[config.mk]
export PLATFORM = sky130hd
export DESIGN_NAME = tone_port
export DESIGN_NICKNAME = d
export VERILOG_FILES = /design/src/rtl/tone_port.sv
export SDC_FILE = /design/constraint.sdc
export NUM_CORES = 1
export LEC_CHECK = 0
export CELL_PAD_IN_SITES_DETAIL_PLACEMENT = 0
export CELL_PAD_IN_SITES_GLOBAL_PLACEMENT = 1
export CORE_ASPECT_RATIO = 1.5
export CORE_MARGIN = 5
export CORE_UTILIZATION = 36
export DETAILED_ROUTE_END_ITERATION = 16
export PLACE_DENSITY_LB_ADDON = 0.1
export SLEW_MARGIN = 20
export SYNTH_ARGS = -nofsm -noshare
export SYNTH_HDL_FRONTEND = slang
export SYNTH_SLANG_ARGS = --single-unit
[constraint.sdc]
create_clock -name clk -period 7.2 [get_ports clk]
set_clock_uncertainty 0.2 [all_clocks]
set_input_delay 1.44 -clock clk [delete_from_list [all_inputs] [get_ports clk]]
set_output_delay 1.44 -clock clk [all_outputs]
set_load 0.005 [all_outputs]
[src/rtl/tone_port.sv]
// Square-wave tone generator driven by port writes: one note plays while at most one more waits.
// Registered outputs update one cycle after a write; writes are never stalled, a full pending slot is overwritten and flagged.
module tone_port #(
  parameter int TICK_CYCLES = 50000,
  parameter int HP_SHIFT    = 0,
  parameter int GAP_TICKS   = 4
) (
  input  logic       clk,
  input  logic       reset,
  input  logic       cmd_we,
  input  logic [7:0] cmd_data,
  output logic       tone_out,
  output logic       busy,
  output logic [7:0] status
);

  localparam int DUR_MAX  = ((GAP_TICKS > 512) ? GAP_TICKS : 512) * TICK_CYCLES;
  localparam int CW       = $clog2(DUR_MAX + 1);
  localparam logic [CW-1:0] GAP_LAST = CW'(GAP_TICKS * TICK_CYCLES - 1);

  typedef enum logic [1:0] {IDLE, PLAY, GAP} state_t;

  state_t          state_q, state_d;
  logic            tone_q, tone_d;
  logic [7:0]      pend_q, pend_d;
  logic            pend_full_q, pend_full_d;
  logic            overrun_q, overrun_d;
  logic [7:0]      cur_cmd_q, cur_cmd_d;
  logic [16:0]     hp_cnt_q, hp_cnt_d;
  logic [CW-1:0]   dur_cnt_q, dur_cnt_d;

  logic            wr, abort, go_play, take_pend, take_direct;
  logic [7:0]      play_cmd;
  logic [16:0]     hp_half;
  logic [CW-1:0]   play_last;

  // Half-period in clk cycles at 50 MHz, equal temperament anchored on A4 = 440 Hz.
  function automatic logic [16:0] hp_rom(input logic [4:0] n);
    case (n)
      5'd1:  hp_rom = 17'd95556;
      5'd2:  hp_rom = 17'd90193;
      5'd3:  hp_rom = 17'd85131;
      5'd4:  hp_rom = 17'd80353;
      5'd5:  hp_rom = 17'd75843;
      5'd6:  hp_rom = 17'd71586;
      5'd7:  hp_rom = 17'd67569;
      5'd8:  hp_rom = 17'd63776;
      5'd9:  hp_rom = 17'd60197;
      5'd10: hp_rom = 17'd56818;
      5'd11: hp_rom = 17'd53629;
      5'd12: hp_rom = 17'd50619;
      5'd13: hp_rom = 17'd47778;
      5'd14: hp_rom = 17'd45097;
      5'd15: hp_rom = 17'd42566;
      5'd16: hp_rom = 17'd40177;
      5'd17: hp_rom = 17'd37922;
      5'd18: hp_rom = 17'd35793;
      5'd19: hp_rom = 17'd33784;
      5'd20: hp_rom = 17'd31888;
      5'd21: hp_rom = 17'd30098;
      5'd22: hp_rom = 17'd28409;
      5'd23: hp_rom = 17'd26815;
      5'd24: hp_rom = 17'd25310;
      default: hp_rom = 17'd0;
    endcase
  endfunction

  function automatic logic is_tone(input logic [4:0] n);
    is_tone = (n >= 5'd1) && (n <= 5'd24);
  endfunction

  always_comb begin
    state_d     = state_q;
    tone_d      = tone_q;
    pend_d      = pend_q;
    pend_full_d = pend_full_q;
    overrun_d   = overrun_q;
    cur_cmd_d   = cur_cmd_q;
    hp_cnt_d    = hp_cnt_q;
    dur_cnt_d   = dur_cnt_q;
    go_play     = 1'b0;
    take_pend   = 1'b0;
    take_direct = 1'b0;
    play_cmd    = pend_q;

    wr        = cmd_we && (cmd_data[4:0] != 5'd31);
    abort     = cmd_we && (cmd_data[4:0] == 5'd31);
    hp_half   = hp_rom(cur_cmd_q[4:0]) >> HP_SHIFT;
    play_last = CW'((int'(cur_cmd_q[7:5]) + 1) * 64 * TICK_CYCLES - 1);

    case (state_q)
      IDLE: begin
        if (pend_full_q) begin
          take_pend = 1'b1;
        end else if (wr) begin
          take_direct = 1'b1;
        end
      end
      PLAY: begin
        if (dur_cnt_q == play_last) begin
          state_d   = GAP;
          tone_d    = 1'b0;
          hp_cnt_d  = '0;
          dur_cnt_d = '0;
        end else begin
          dur_cnt_d = dur_cnt_q + CW'(1);
          if (is_tone(cur_cmd_q[4:0])) begin
            if ({1'b0, hp_cnt_q} + 18'd1 >= {1'b0, hp_half}) begin
              hp_cnt_d = '0;
              tone_d   = ~tone_q;
            end else begin
              hp_cnt_d = hp_cnt_q + 17'd1;
            end
          end
        end
      end
      GAP: begin
        if (dur_cnt_q == GAP_LAST) begin
          if (pend_full_q) begin
            take_pend = 1'b1;
          end else if (wr) begin
            take_direct = 1'b1;
          end else begin
            state_d   = IDLE;
            cur_cmd_d = '0;
            dur_cnt_d = '0;
          end
        end else begin
          dur_cnt_d = dur_cnt_q + CW'(1);
        end
      end
      default: state_d = IDLE;
    endcase

    if (take_pend) begin
      go_play     = 1'b1;
      play_cmd    = pend_q;
      pend_full_d = 1'b0;
    end else if (take_direct) begin
      go_play  = 1'b1;
      play_cmd = cmd_data;
    end

    // A write not consumed directly lands in the slot; only losing an unplayed command counts as overrun.
    if (wr && !take_direct) begin
      pend_d      = cmd_data;
      pend_full_d = 1'b1;
      if (pend_full_q && !take_pend) begin
        overrun_d = 1'b1;
      end
    end

    if (go_play) begin
      state_d   = PLAY;
      cur_cmd_d = play_cmd;
      tone_d    = is_tone(play_cmd[4:0]);
      hp_cnt_d  = '0;
      dur_cnt_d = '0;
    end

    if (abort) begin
      state_d     = IDLE;
      tone_d      = 1'b0;
      pend_full_d = 1'b0;
      overrun_d   = 1'b0;
      cur_cmd_d   = '0;
      hp_cnt_d    = '0;
      dur_cnt_d   = '0;
    end
  end

  always_ff @(posedge clk) begin
    if (!reset) begin
      state_q     <= IDLE;
      tone_q      <= 1'b0;
      pend_q      <= '0;
      pend_full_q <= 1'b0;
      overrun_q   <= 1'b0;
      cur_cmd_q   <= '0;
      hp_cnt_q    <= '0;
      dur_cnt_q   <= '0;
    end else begin
      state_q     <= state_d;
      tone_q      <= tone_d;
      pend_q      <= pend_d;
      pend_full_q <= pend_full_d;
      overrun_q   <= overrun_d;
      cur_cmd_q   <= cur_cmd_d;
      hp_cnt_q    <= hp_cnt_d;
      dur_cnt_q   <= dur_cnt_d;
    end
  end

  assign tone_out = tone_q;
  assign busy     = (state_q != IDLE);
  assign status   = {busy, pend_full_q, overrun_q, cur_cmd_q[4:0]};

endmodule
Yosys cells after proc, flatten, opt, wreduce, memory -nomap -nowiden. Memories as Yosys holds them, arrays and structs flattened. A register that Yosys moved wholly into a read port is not among the register bits. Index checks and enable logic that the tools add are counted.

Register bits: 63. Bits in latches: 0. RAM bits: 0. Bits in read-only memories: 544. Memories kept: 1.

Add/subtract/negate cells: 5. Multipliers: 1. Divide/modulo/power cells: 0. $lt $le $gt $ge: 5. Eq/ne operators: 19. Shift-type cells: 0. Mux-type cells: 39. Bitwise logic cells: 3. Reductions and logical operators: 27.

Memories: (name not given) (words 32, bits a word 17, read ports 1, clocked after memory_dff 1, write ports 0, line 39) `case (n)`.

Operator list (number): $mux W25 (4); $mux W8 (7); $mux W17 (3); $pmux W25 S2 (1); $add A25 B1 Y25 const B (1); $eq A25 B18 Y1 const B (1); $eq A25 B25 Y1 (1); $sub A25 B1 Y25 const B (1); $add A17 B1 Y18 const B (1); $ge A18 B17 Y1 (1); $ne A3 B3 Y1 const B (6); $add A17 B1 Y17 const B (1); $mul A4 B12 Y15 const B (1); $mux W1 (15); $reduce_bool A2 Y1 (7); $ge A5 B1 Y1 const B (2); $le A5 B5 Y1 const B (2); $mux W5 (2); $ne A2 B2 Y1 const B (5); $reduce_and A5 Y1 (2); $mux W2 (4); $logic_and A1 B1 Y1 (6); $pmux W2 S3 (1); $reduce_and A3 Y1 (2); other kinds (15) (22).

Depth between registers and ports, before layout. Gate-level depths: netlist of the first run.

Depth in word-level cells: 12. Gate-level depth with buffers: 19.

Least setup slack after synthesis of the first run. OpenSTA, ideal clock, no wires.

Path type: register to register. Start point: register cur_cmd_q[5]. End point: register hp_cnt_q[5]. Arrival time: 4202 ps. Required time: 6874 ps. Slack: 2671 ps. Stages on the path, launching flop included: 19. Path through: dfxtp_1 -> buf_6 -> inv_4 -> ha_1 -> ha_1 -> xnor2_1 -> ha_1 -> a21o_1 -> ha_1 -> a21o_1 -> and4_1 -> or3_1 -> a2111oi_4 -> xor2_1 -> nor4_2 -> o2111ai_2 -> buf_6 -> a22oi_1 -> o22ai_1.

Longest elaborated chain between the ends: 6. Elaborated cells on any way between the ends: 7. Those cells by class: 2 x add/sub; 1 x mul; 1 x eq/ne; 1 x mux; 2 x reduce/logical.

RTL lines: start, declared (line 28) `logic [7:0] cur_cmd_q, cur_cmd_d;`; start signal, assigned (line 188) `cur_cmd_q <= cur_cmd_d;`; $add A3 B1 Y4 (*) (line 89) `play_last = CW'((int'(cur_cmd_q[7:5]) + 1) * 64 * TICK_CYCLES - 1);`; $mul A4 B12 Y15 (*) (line 89); $sub A25 B1 Y25 (*) (line 89); $eq A25 B25 Y1 (*) (line 100) `if (dur_cnt_q == play_last) begin`; $reduce_bool A2 Y1 (no line); $reduce_and A2 Y1 (no line); end signal, assigned (line 189) `hp_cnt_q <= hp_cnt_d;`; end, declared (line 29) `logic [16:0] hp_cnt_q, hp_cnt_d;`.

Mark *: on every way between the ends. The rest lies on a longest branch, timed or not. A chain may end at the register's enable or synchronous reset.

Final worst setup path of the first run.
Start point: register cur_cmd_q[5]. End point: register dur_cnt_q[6].

Longest elaborated chain between the ends: 6.

RTL lines: $add A3 B1 Y4 (line 89); $mul A4 B12 Y15 (line 89); $sub A25 B1 Y25 (line 89); $eq A25 B25 Y1 (line 100); $mux W25 (line 100); $pmux W25 S2 (line 91) `case (state_q)`; end signal, assigned (line 190) `dur_cnt_q <= dur_cnt_d;`; end, declared (line 30) `logic [CW-1:0] dur_cnt_q, dur_cnt_d;`.

Every way passes these cells.

==> results.yml, run 1 <==
synthesis:
  yosys_warn_count: 0
  yosys.cell_types.count: 84
  synth.top_cells.by_count: "sky130_fd_sc_hd__nand2_1 (88), sky130_fd_sc_hd__dfxtp_1 (80), sky130_fd_sc_hd__nor2_1 (64), sky130_fd_sc_hd__nand3_1 (57), sky130_fd_sc_hd__ha_1 (47)"
  mapped_cell_area_um2: 6101
  synthesis.nets: 830
  async_reset_ff_share_pct: 0
  netlist_instances: 772
  synth.top_cells.by_area: "sky130_fd_sc_hd__dfxtp_1 (26%), sky130_fd_sc_hd__ha_1 (9.6%), sky130_fd_sc_hd__nand2_1 (5.4%)"
  avgSynthCellArea_um2: 7.903
  post-synth-top-count-cell: "sky130_fd_sc_hd__nand2_1"
  ys_ff_latch: 80
  ys_dominant_reg_cell: "sky130_fd_sc_hd__dfxtp_1"
  synth_top_area_share_pct: 26.25
  synth.largest_area_cell: "sky130_fd_sc_hd__dfxtp_1"
  synth-seq-area-share_pct: 26.25
  synth_edf_count: 0
critical_path:
  crit_top_cell: "sky130_fd_sc_hd__ha_1"
  regToRegStartpoint: "cur_cmd_q[5]"
  timing.setup.critical_path_class: "flip-flop to flip-flop"
  cp_startpoint: "cur_cmd_q[5]"
  end_kind: "flip-flop"
  worst_path_dominant_cell_family: "compound AO/OA/AOI/OAI gates"
  crit_slowest_cell: "sky130_fd_sc_hd__dfxtp_1"
  path_cells: "ha_1 > xor2_1 > ha_1 > ha_1 > ha_1 > o21ai_1 > a22o_1 > a311oi_1 > xnor2_1 > xnor2_1 > o31ai_1 > o2111ai_2 > nand2_1 > buf_4 > nor2_1"
  cp_max_fo: 22
  cp_num_buf_inv: 1
  cp_slowest_stage_delay_ps: 670
  required_arrival_time_at_the_worst_endpoint_ps: 7230
  critical_path_arrival_ps: 5860
  cp-start-kind: "flip-flop"
sta:
  post-route-min-period_ps: 5838
  timing_worst_slew_pin_value_ps: 1013
  final.setup.tns_ps: 0
  max_slew_margin_pct: 32.48
  unrepaired_setup_endpoints_after_global_routing: "no"
  timing.final.setup_violations: 0
  final-max-slew-violation-count: 0
  highest_achievable_clock_rate_mhz: 171.3
  hold_viol: 0
  final.period_utilization_pct: 81.08
final_layout:
  syn_to_final_growth_pct: 10.34
  finish.net_count: 830
  layout-drive-gt1-share_pct: 7.593
  finish.utilization_pct: 40.33
  n_antenna_cell: 0
floorplanning:
  placeableCoreArea_um2: 16690
  ios: 21
  die_h_um: 169.4
  rows: 58
  die_w_um: 116.3
  design.die.area_um2: 19700
  initial_standard_cell_utilization_of_the_core_pct: 36.55
clock_tree:
  ctsLongestPathBuffers: 2
  insertion_delay_ps: 340
  cts-buffers-inserted: 9
  tritoncts: "done"
  cts.repair.resized: 0
  cts_setup_buffers: 0
  clk_pin_slew_ps: 70
  clock_sinks: 80
  ctsRootBufferMaster: "sky130_fd_sc_hd__clkbuf_16"
  cts_htree_levels: 3
  postCtsHoldBufs: 0
grt:
  grt_start_max_net_pins: 24
  grt_first_pass_wirelength_mm: 28.93
  antenna_found_initial: 0
  grt_pass1_vias: 5721
  globalRouteTotalUtil_pct: 18.70
  grt_overflow: 0
detailed_routing:
  met3RoutedLength_um: 393
  detail_route.wirelength.met1_mm: 6.703
  antenna_violating_nets_post_route: 0
  route.final.wire_length_mm: 17.83
  vias_after_detailed_routing: 5618
  drc: 0
  firstDrtPassIters: 4
  route.top_layer_used: "met4"
  detailroute.wirelength.met2_mm: 9.684
  drt-initial-drc-count: 314
  vias_per_cell: 5.692
  wire_per_inst_um: 18.07
hold_path:
  min_from: "hp_cnt_q[14]"
  holdCritPathClass: "flip-flop to flip-flop"
pwr:
  pwr_density_cell_nw_per_um2: 196.4
  leakagePower_uw: 0.002690
  power.clock.fraction_pct: 38.8
  cell_internal_power_uw: 906.5
  total_switching_power_uw: 415.4
  share_seq_of_total_power_pct: 36.5
  share_comb_of_total_power_pct: 24.6
  worst_ir_drop_vdd_uv: 107.7
  power.share.switching_pct: 31.42
placement:
  last_weighted_congestion_value_of_the_routability_driven_placer: 0.9070
  port-buffer-count: 20
  detailedPlacementHpwl_mm: 13.80
status:
  outcome: "finished clean"
run:
  timing.max_cap.violations: 0
-- cells in the final DEF, fill, tap and decap left out, drive strengths merged, types with 20 or more instances in the layout --
cell type | synthesis | layout
dfxtp | 80 | 80
nor2 | 64 | 64
a21oi | 33 | 33
xor2 | 28 | 28
nand2 | 90 | 90
ha | 47 | 47
nand3 | 57 | 57
xnor2 | 32 | 32
clkdlybuf4s50 | 0 | 20
o21ai | 41 | 41
inv | 39 | 43
-- worst min-delay path, cell delays in order (launching register included) --
cell	delay, ps
sky130_fd_sc_hd__dfxtp_1	330
sky130_fd_sc_hd__nand3_1	70
sky130_fd_sc_hd__nand2_1	50
-- worst paths after layout --
kind	depth (start not counted)	end	slack, ps
hold reg to reg	2	hp_cnt_q[14]	290
setup reg to reg	15	dur_cnt_q[6]	1360
setup / recovery	15	dur_cnt_q[6]	1360
hold / removal	2	hp_cnt_q[14]	290
-- final cells by class --
| class | count | area [um^2] |
|---|---|---|
| fill | 1715 | 9960 |
| clock inverter | 7 | 106.4 |
| inverter | 40 | 152.6 |
| multi-input combinational | 613 | 4123 |
| sequential | 80 | 1602 |
| tap | 210 | 262.8 |
| timing repair buffer | 28 | 260.3 |
| clock buffer | 9 | 225.2 |
-- metal layers --
layer  GRT usage, %  up-vias
li1               -     2766
met1          18.90     2685
met2          35.15      110
met3          2.604       57
met4          11.36        0
met5              0        -
-- per-stage QoR --
step	std cells	hold WS (ps)	power [uW]	instance area (um^2)	setup WS [ps]
detailed placement	971	282.4	818.1	6400	1407
finish	987	292.6	1322	6731	1362
floorplan	772	238.0	726.0	6101	2671
global placement	971	256.0	815.9	6400	1464
CTS	987	295.0	1337	6731	1366
global route	987	324.4	1391	6731	978.1
-- power groups by stage --
| stage | Combinational (uW) | Sequential [uW] | Clock, uW |
|---|---|---|---|
| 2_1_floorplan | 239 | 487 | 0 |
| 4_1_cts | 326 | 483 | 528 |
| 3_3_place_gp | 323 | 493 | 0 |
| 5_1_grt | 358 | 486 | 546 |
| 3_5_place_dp | 325 | 494 | 0 |
| 6_report | 326 | 483 | 513 |
-- state kept, by name, indices dropped and copies added (netlist names), 2 cells and up --
name / count
state_q: 2
pend_q: 8
hp_cnt_q: 17
dur_cnt_q: 25
hp_half: 17
cur_cmd_q: 8
-- cells by family after synthesis --
group | synth area share, %
fa+ha+maj | 9.803
compound gates | 19.01
mux | 2.153
simple gates | 27.13
xor+xnor | 9.352
flops | 26.25
buf+inv | 6.296
Note: power is estimated with default switching activity, not from simulation.
==> inputs of run 2 (changes only) <==
==> constraint.sdc (replaced) <==
create_clock -name clk -period 5.92 [get_ports clk]
set_clock_uncertainty 0.2 [all_clocks]
set_input_delay 1.184 -clock clk [delete_from_list [all_inputs] [get_ports clk]]
set_output_delay 1.184 -clock clk [all_outputs]
set_load 0.005 [all_outputs]
==> run 2 against run 1 <==
Compared with the run above: final area rose by 1.0%; total power rose by 24%; register-to-register slack got worse by 1000 ps; critical endpoint is now hp_cnt_q[5].
==> results.yml, run 2 (synthesized netlist as in run 1, its figures left out) <==
sta:
  timing_worst_slew_pin_value_ps: 888.5
  setup_ws_ps: 354.9
  unrepaired_setup_endpoints_after_global_routing: "no"
  hold_viol: 0
  highest_achievable_clock_rate_mhz: 179.7
  final.setup.tns_ps: 0
  final.period_utilization_pct: 94.00
  post-route-min-period_ps: 5565
  final-max-slew-violation-count: 0
  timing.final.setup_violations: 0
  max_slew_margin_pct: 40.74
critical_path:
  required_arrival_time_at_the_worst_endpoint_ps: 5960
  timing.setup.critical_path_class: "flip-flop to flip-flop"
  cp_max_fo: 17
  end_kind: "flip-flop"
  crit_slowest_cell: "sky130_fd_sc_hd__dfxtp_1"
  reg2reg_setup_slack_ps: 350
  crit_top_cell: "sky130_fd_sc_hd__ha_1"
  cp-start-kind: "flip-flop"
  worst_r2r_path_cells: 15
  critical_path_arrival_ps: 5600
  cp_num_buf_inv: 1
  cp_slowest_stage_delay_ps: 660
  timing.rr.end: "hp_cnt_q[5]"
  regToRegStartpoint: "cur_cmd_q[5]"
  cp_startpoint: "cur_cmd_q[5]"
  path_cells: "ha_1 > xor2_1 > ha_1 > ha_1 > ha_1 > o21ai_1 > a22o_1 > a311oi_1 > xnor2_1 > xnor2_1 > o31ai_1 > o2111ai_2 > buf_4 > a22oi_1 > o22ai_1"
  worst_path_dominant_cell_family: "compound AO/OA/AOI/OAI gates"
clock_tree:
  ctsRootBufferMaster: "sky130_fd_sc_hd__clkbuf_16"
  clock_sinks: 80
  postCtsHoldBufs: 0
  tritoncts: "done"
  insertion_delay_ps: 350
  cts-buffers-inserted: 9
  ctsLongestPathBuffers: 2
  cts_htree_levels: 3
  clk_pin_slew_ps: 70
pwr:
  power.total_uw: 1642
  leakagePower_uw: 0.002693
  worst_ir_drop_vdd_uv: 146.3
  pwr_density_cell_nw_per_um2: 241.4
detailed_routing:
  drc: 0
  antenna_violating_nets_post_route: 0
  vias_after_detailed_routing: 5626
  wire_per_inst_um: 18.39
  route.final.wire_length_mm: 18.27
  vias_per_cell: 5.666
  firstDrtPassIters: 5
  drt-initial-drc-count: 396
hold_path:
  min_from: "overrun_q"
  hold_depth: 2
  holdCritPathClass: "flip-flop to flip-flop"
  hold_path_end: "overrun_q"
final_layout:
  flip_flop_count_of_the_largest_register_all_copies_and_words_added: 25
  finish.utilization_pct: 40.75
  layout.cells.most_common_list: "sky130_fd_sc_hd__nand2_1 (88), sky130_fd_sc_hd__dfxtp_1 (80), sky130_fd_sc_hd__nor2_1 (64)"
  final.fill_count: 1748
  n_antenna_cell: 0
  leading_cell_type_in_the_layout_fill_and_taps_excluded: "sky130_fd_sc_hd__nand2_1"
  finish.net_count: 837
  layout-drive-gt1-share_pct: 8.301
  syn_to_final_growth_pct: 11.48
  largest-register: "dur_cnt_q"
floorplanning:
  design.die.area_um2: 19700
  placeableCoreArea_um2: 16690
  die_w_um: 116.3
  die_h_um: 169.4
  rows: 58
  ios: 21
  initial_standard_cell_utilization_of_the_core_pct: 36.55
grt:
  globalRouteTotalUtil_pct: 19.16
  gr-usage-met2_pct: 36.60
  grt_start_max_net_pins: 24
  grt_pass1_vias: 5712
  grt_most_used_layer: "met2"
  grt_first_pass_wirelength_mm: 29.49
  antenna_found_initial: 0
  global_route.usage.met3_pct: 3.247
  globalRouteMet1Util_pct: 19.18
  grt_overflow: 0
run:
  timing.max_cap.violations: 0
status:
  outcome: "finished clean"
placement:
  last_weighted_congestion_value_of_the_routability_driven_placer: 0.9021
  detailedPlacementHpwl_mm: 14.19
  port-buffer-count: 20
  pre_cts_slack_ps: 388.9
## run 2: repair_timing
| item | 4_1_cts | 5_1_grt |
|---|---|---|
| endpoints found under the setup margin | 0 | 3 |
| buffers inserted | 0 | 0 |
| gates resized for setup | 0 | 1 |
## run 2: tightest hold or removal path, delay by kind of cell, from the launching register on
family | cells | cell delay [ps]
AO/OA/AOI/OAI | 1 | 50
AND/OR/NAND/NOR | 1 | 70
flip-flops | 1 | 330
## run 2: stage by stage
stage                     instances  instance area (um^2)  hold slack (ps)
after global placement          978                  6452            252.2
after global routing            993                  6802            322.9
after floorplan                 772                  6101            238.0
after detailed placement        978                  6452            268.8
final                           993                  6802            287.0
after CTS                       993                  6793            284.5
## run 2: how the worst max path moves through the flow
stage,slack [ps],cells past startpoint,to
3_3_place_gp,510,14,hp_cnt_q[7]
2_1_floorplan,1390,18,hp_cnt_q[5]
6_report,350,15,hp_cnt_q[5]
3_5_place_dp,390,14,hp_cnt_q[9]
4_1_cts,350,14,hp_cnt_q[9]
5_1_grt,30,15,hp_cnt_q[8]
## run 2: cell type report
cell class	count	area (um^2)	share of cell area, %
tap	210	262.8	3.863
clock buffer	9	225.2	3.311
timing repair buffer	35	312.8	4.599
multi-input combinational	613	4131	60.74
clock inverter	6	115.1	1.692
sequential	80	1602	23.55
inverter	40	152.6	2.244
## run 2: layer usage
layer	share of wire, %	vias to the layer above
li1	-	2770
met1	37	2665
met2	56	134
met3	2.7	57
met4	4.8	0
met5	0	-
## run 2: power by group
group / internal (uW) / total [uW] / switching [uW]
Clock: 413 / 652 / 239
Sequential: 568 / 588 / 19.3
Combinational: 160 / 402 / 242
Total: 1140 / 1640 / 501
==> inputs of run 3 (changes only) <==
--- a/config.mk
+++ b/config.mk
@@ -7,7 +7,7 @@
 export LEC_CHECK = 0
 export CELL_PAD_IN_SITES_DETAIL_PLACEMENT = 0
 export CELL_PAD_IN_SITES_GLOBAL_PLACEMENT = 1
-export CORE_ASPECT_RATIO = 1.5
+export CORE_ASPECT_RATIO = 0.8
 export CORE_MARGIN = 5
 export CORE_UTILIZATION = 36
 export DETAILED_ROUTE_END_ITERATION = 16
@@ -16,3 +16,4 @@
 export SYNTH_ARGS = -nofsm -noshare
 export SYNTH_HDL_FRONTEND = slang
 export SYNTH_SLANG_ARGS = --single-unit
+export TNS_END_PERCENT = 30
==> run 3 against run 2 <==
Compared with the run above: total power shrank 8.8%; clock-buffer cell count grew 1; worst setup slack gained 6.3 ps; cell count grew 0.70%; die area shrank 0.19%; first-iteration DRC count shrank 2.8%; core utilization shrank 0.23 points; critical path type unchanged; largest power group is now sequential cells.
==> results.yml, run 3 (synthesized netlist as in run 1, its figures left out) <==
status:
  outcome: "finished clean"
critical_path:
  end_kind: "flip-flop"
  timing.setup.critical_path_class: "flip-flop to flip-flop"
  critical_path_arrival_ps: 5580
  cp-start-kind: "flip-flop"
  required_arrival_time_at_the_worst_endpoint_ps: 5940
  cp_max_fo: 17
  crit_slowest_cell: "sky130_fd_sc_hd__dfxtp_1"
  cp_slowest_stage_delay_ps: 720
  path_cells: "ha_1 > xor2_1 > ha_1 > ha_1 > ha_1 > o21ai_1 > a22o_1 > a311oi_1 > xnor2_1 > xnor2_1 > o31ai_1 > o2111ai_2 > buf_4 > a22oi_1 > o22ai_1"
  crit_top_cell: "sky130_fd_sc_hd__ha_1"
detailed_routing:
  vias_after_detailed_routing: 5481
  vias_per_cell: 5.481
  drc: 0
  route.final.wire_length_mm: 16.59
  wire_per_inst_um: 16.59
  drt-initial-drc-count: 385
  antenna_violating_nets_post_route: 0
  firstDrtPassIters: 6
final_layout:
  final.fill_count: 1753
  leading_cell_type_in_the_layout_fill_and_taps_excluded: "sky130_fd_sc_hd__nand2_1"
  layout-drive-gt1-share_pct: 7.949
  largest-register: "dur_cnt_q"
  syn_to_final_growth_pct: 10.30
  area.sequential_um2: 1602
  layout.cell_area.non_filler_um2: 6729
  n_antenna_cell: 0
  flip_flop_count_of_the_largest_register_all_copies_and_words_added: 25
  multi_input_comb_area_um2: 4131
  layout.cells.most_common_list: "sky130_fd_sc_hd__nand2_1 (88), sky130_fd_sc_hd__dfxtp_1 (80), sky130_fd_sc_hd__nor2_1 (64)"
  finish.net_count: 835
sta:
  final-max-slew-violation-count: 0
  worst_hold_slack_ps: 290.3
  setup_ws_ps: 361.2
  timing_worst_slew_pin_value_ps: 941.6
  timing.final.setup_violations: 0
  max_slew_margin_pct: 36.94
  final.setup.tns_ps: 0
  highest_achievable_clock_rate_mhz: 179.9
  hold_viol: 0
  post-route-min-period_ps: 5559
  final.period_utilization_pct: 93.90
  unrepaired_setup_endpoints_after_global_routing: "no"
clock_tree:
  clock_sinks: 80
  ctsRootBufferMaster: "sky130_fd_sc_hd__clkbuf_16"
  ctsLongestPathBuffers: 2
  insertion_delay_ps: 340
  tritoncts: "done"
  clk_pin_slew_ps: 60
  cts-buffers-inserted: 9
  cts_htree_levels: 3
  postCtsHoldBufs: 0
  cts_setup_buffers: 0
floorplanning:
  rows: 42
  placeableCoreArea_um2: 16610
  die_w_um: 155.5
  design.die.area_um2: 19670
  ios: 21
  initial_standard_cell_utilization_of_the_core_pct: 36.74
  die_h_um: 126.4
placement:
  detailedPlacementHpwl_mm: 12.53
  placedInstanceArea_um2: 6450
  port-buffer-count: 20
  last_weighted_congestion_value_of_the_routability_driven_placer: 0.8788
  pre_cts_slack_ps: 346.8
grt:
  grt_first_pass_wirelength_mm: 27.36
  globalRouteTotalUtil_pct: 17.10
  grt_start_max_net_pins: 28
  grt_pass1_vias: 5122
  antenna_found_initial: 0
  grt_overflow: 0
pwr:
  worst_ir_drop_vdd_uv: 157.6
  power.total_uw: 1498
  pwr_density_cell_nw_per_um2: 222.6
  leakagePower_uw: 0.002645
hold_path:
  holdCritPathClass: "flip-flop to flip-flop"
run:
  timing.max_cap.violations: 0
run 3: worst paths after layout:
kind / from / to / slack, ps / cells after the start
worst min register to register: hp_cnt_q[1] / hp_cnt_q[1] / 290 / 2
worst max register to register: cur_cmd_q[5] / hp_cnt_q[5] / 360 / 15
worst max-delay path: cur_cmd_q[5] / hp_cnt_q[5] / 360 / 15
worst min-delay path: hp_cnt_q[1] / hp_cnt_q[1] / 290 / 2
run 3: metal layers:
metal | GRT usage (%) | wire (um) | vias up
li1 | - | - | 2771
met1 | 27.13 | 9006 | 2567
met2 | 23.72 | 6625 | 131
met3 | 3.541 | 833 | 12
met4 | 2.934 | 124 | 0
met5 | 0 | 0 | -
run 3: power by group:
| group | internal [uW] | leakage [uW] | total, uW | switching (uW) |
|---|---|---|---|---|
| registers | 569 | 0.000651 | 591 | 22.6 |
| logic | 159 | 0.00187 | 390 | 231 |
| clock network | 292 | 0.000123 | 516 | 224 |
run 3: worst max-delay path: cells and delay by family, from the launching register on:
kind	cells	cell delay (ps)
AO/OA/AOI/OAI	7	2080
adder cells (fa/ha/maj)	4	1450
flip-flops	1	720
XOR/XNOR	3	710
buffers and inverters	1	280
run 3: layout make-up:
type,count,share of cell area (%)
Clock buffer,10,3.552
Sequential cell,80,23.80
Timing Repair Buffer,33,4.425
Multi-Input combinational cell,613,61.40
Tap cell,220,4.091
Inverter,40,2.268
Clock inverter,4,0.4649
run 3: stage by stage:
| stage | utilization, % | std cells |
|---|---|---|
| final | 40.52 | 1000 |
| after CTS | 40.47 | 1000 |
| after detailed placement | 38.84 | 986 |
| after global routing | 40.52 | 1000 |
| after global placement | 38.84 | 986 |
| after floorplan | - | 772 |
run 3: timing repair:
item	CTS	global route
gates resized for setup	0	1
endpoints found under the hold margin	0	0
setup endpoints to repair	0	3
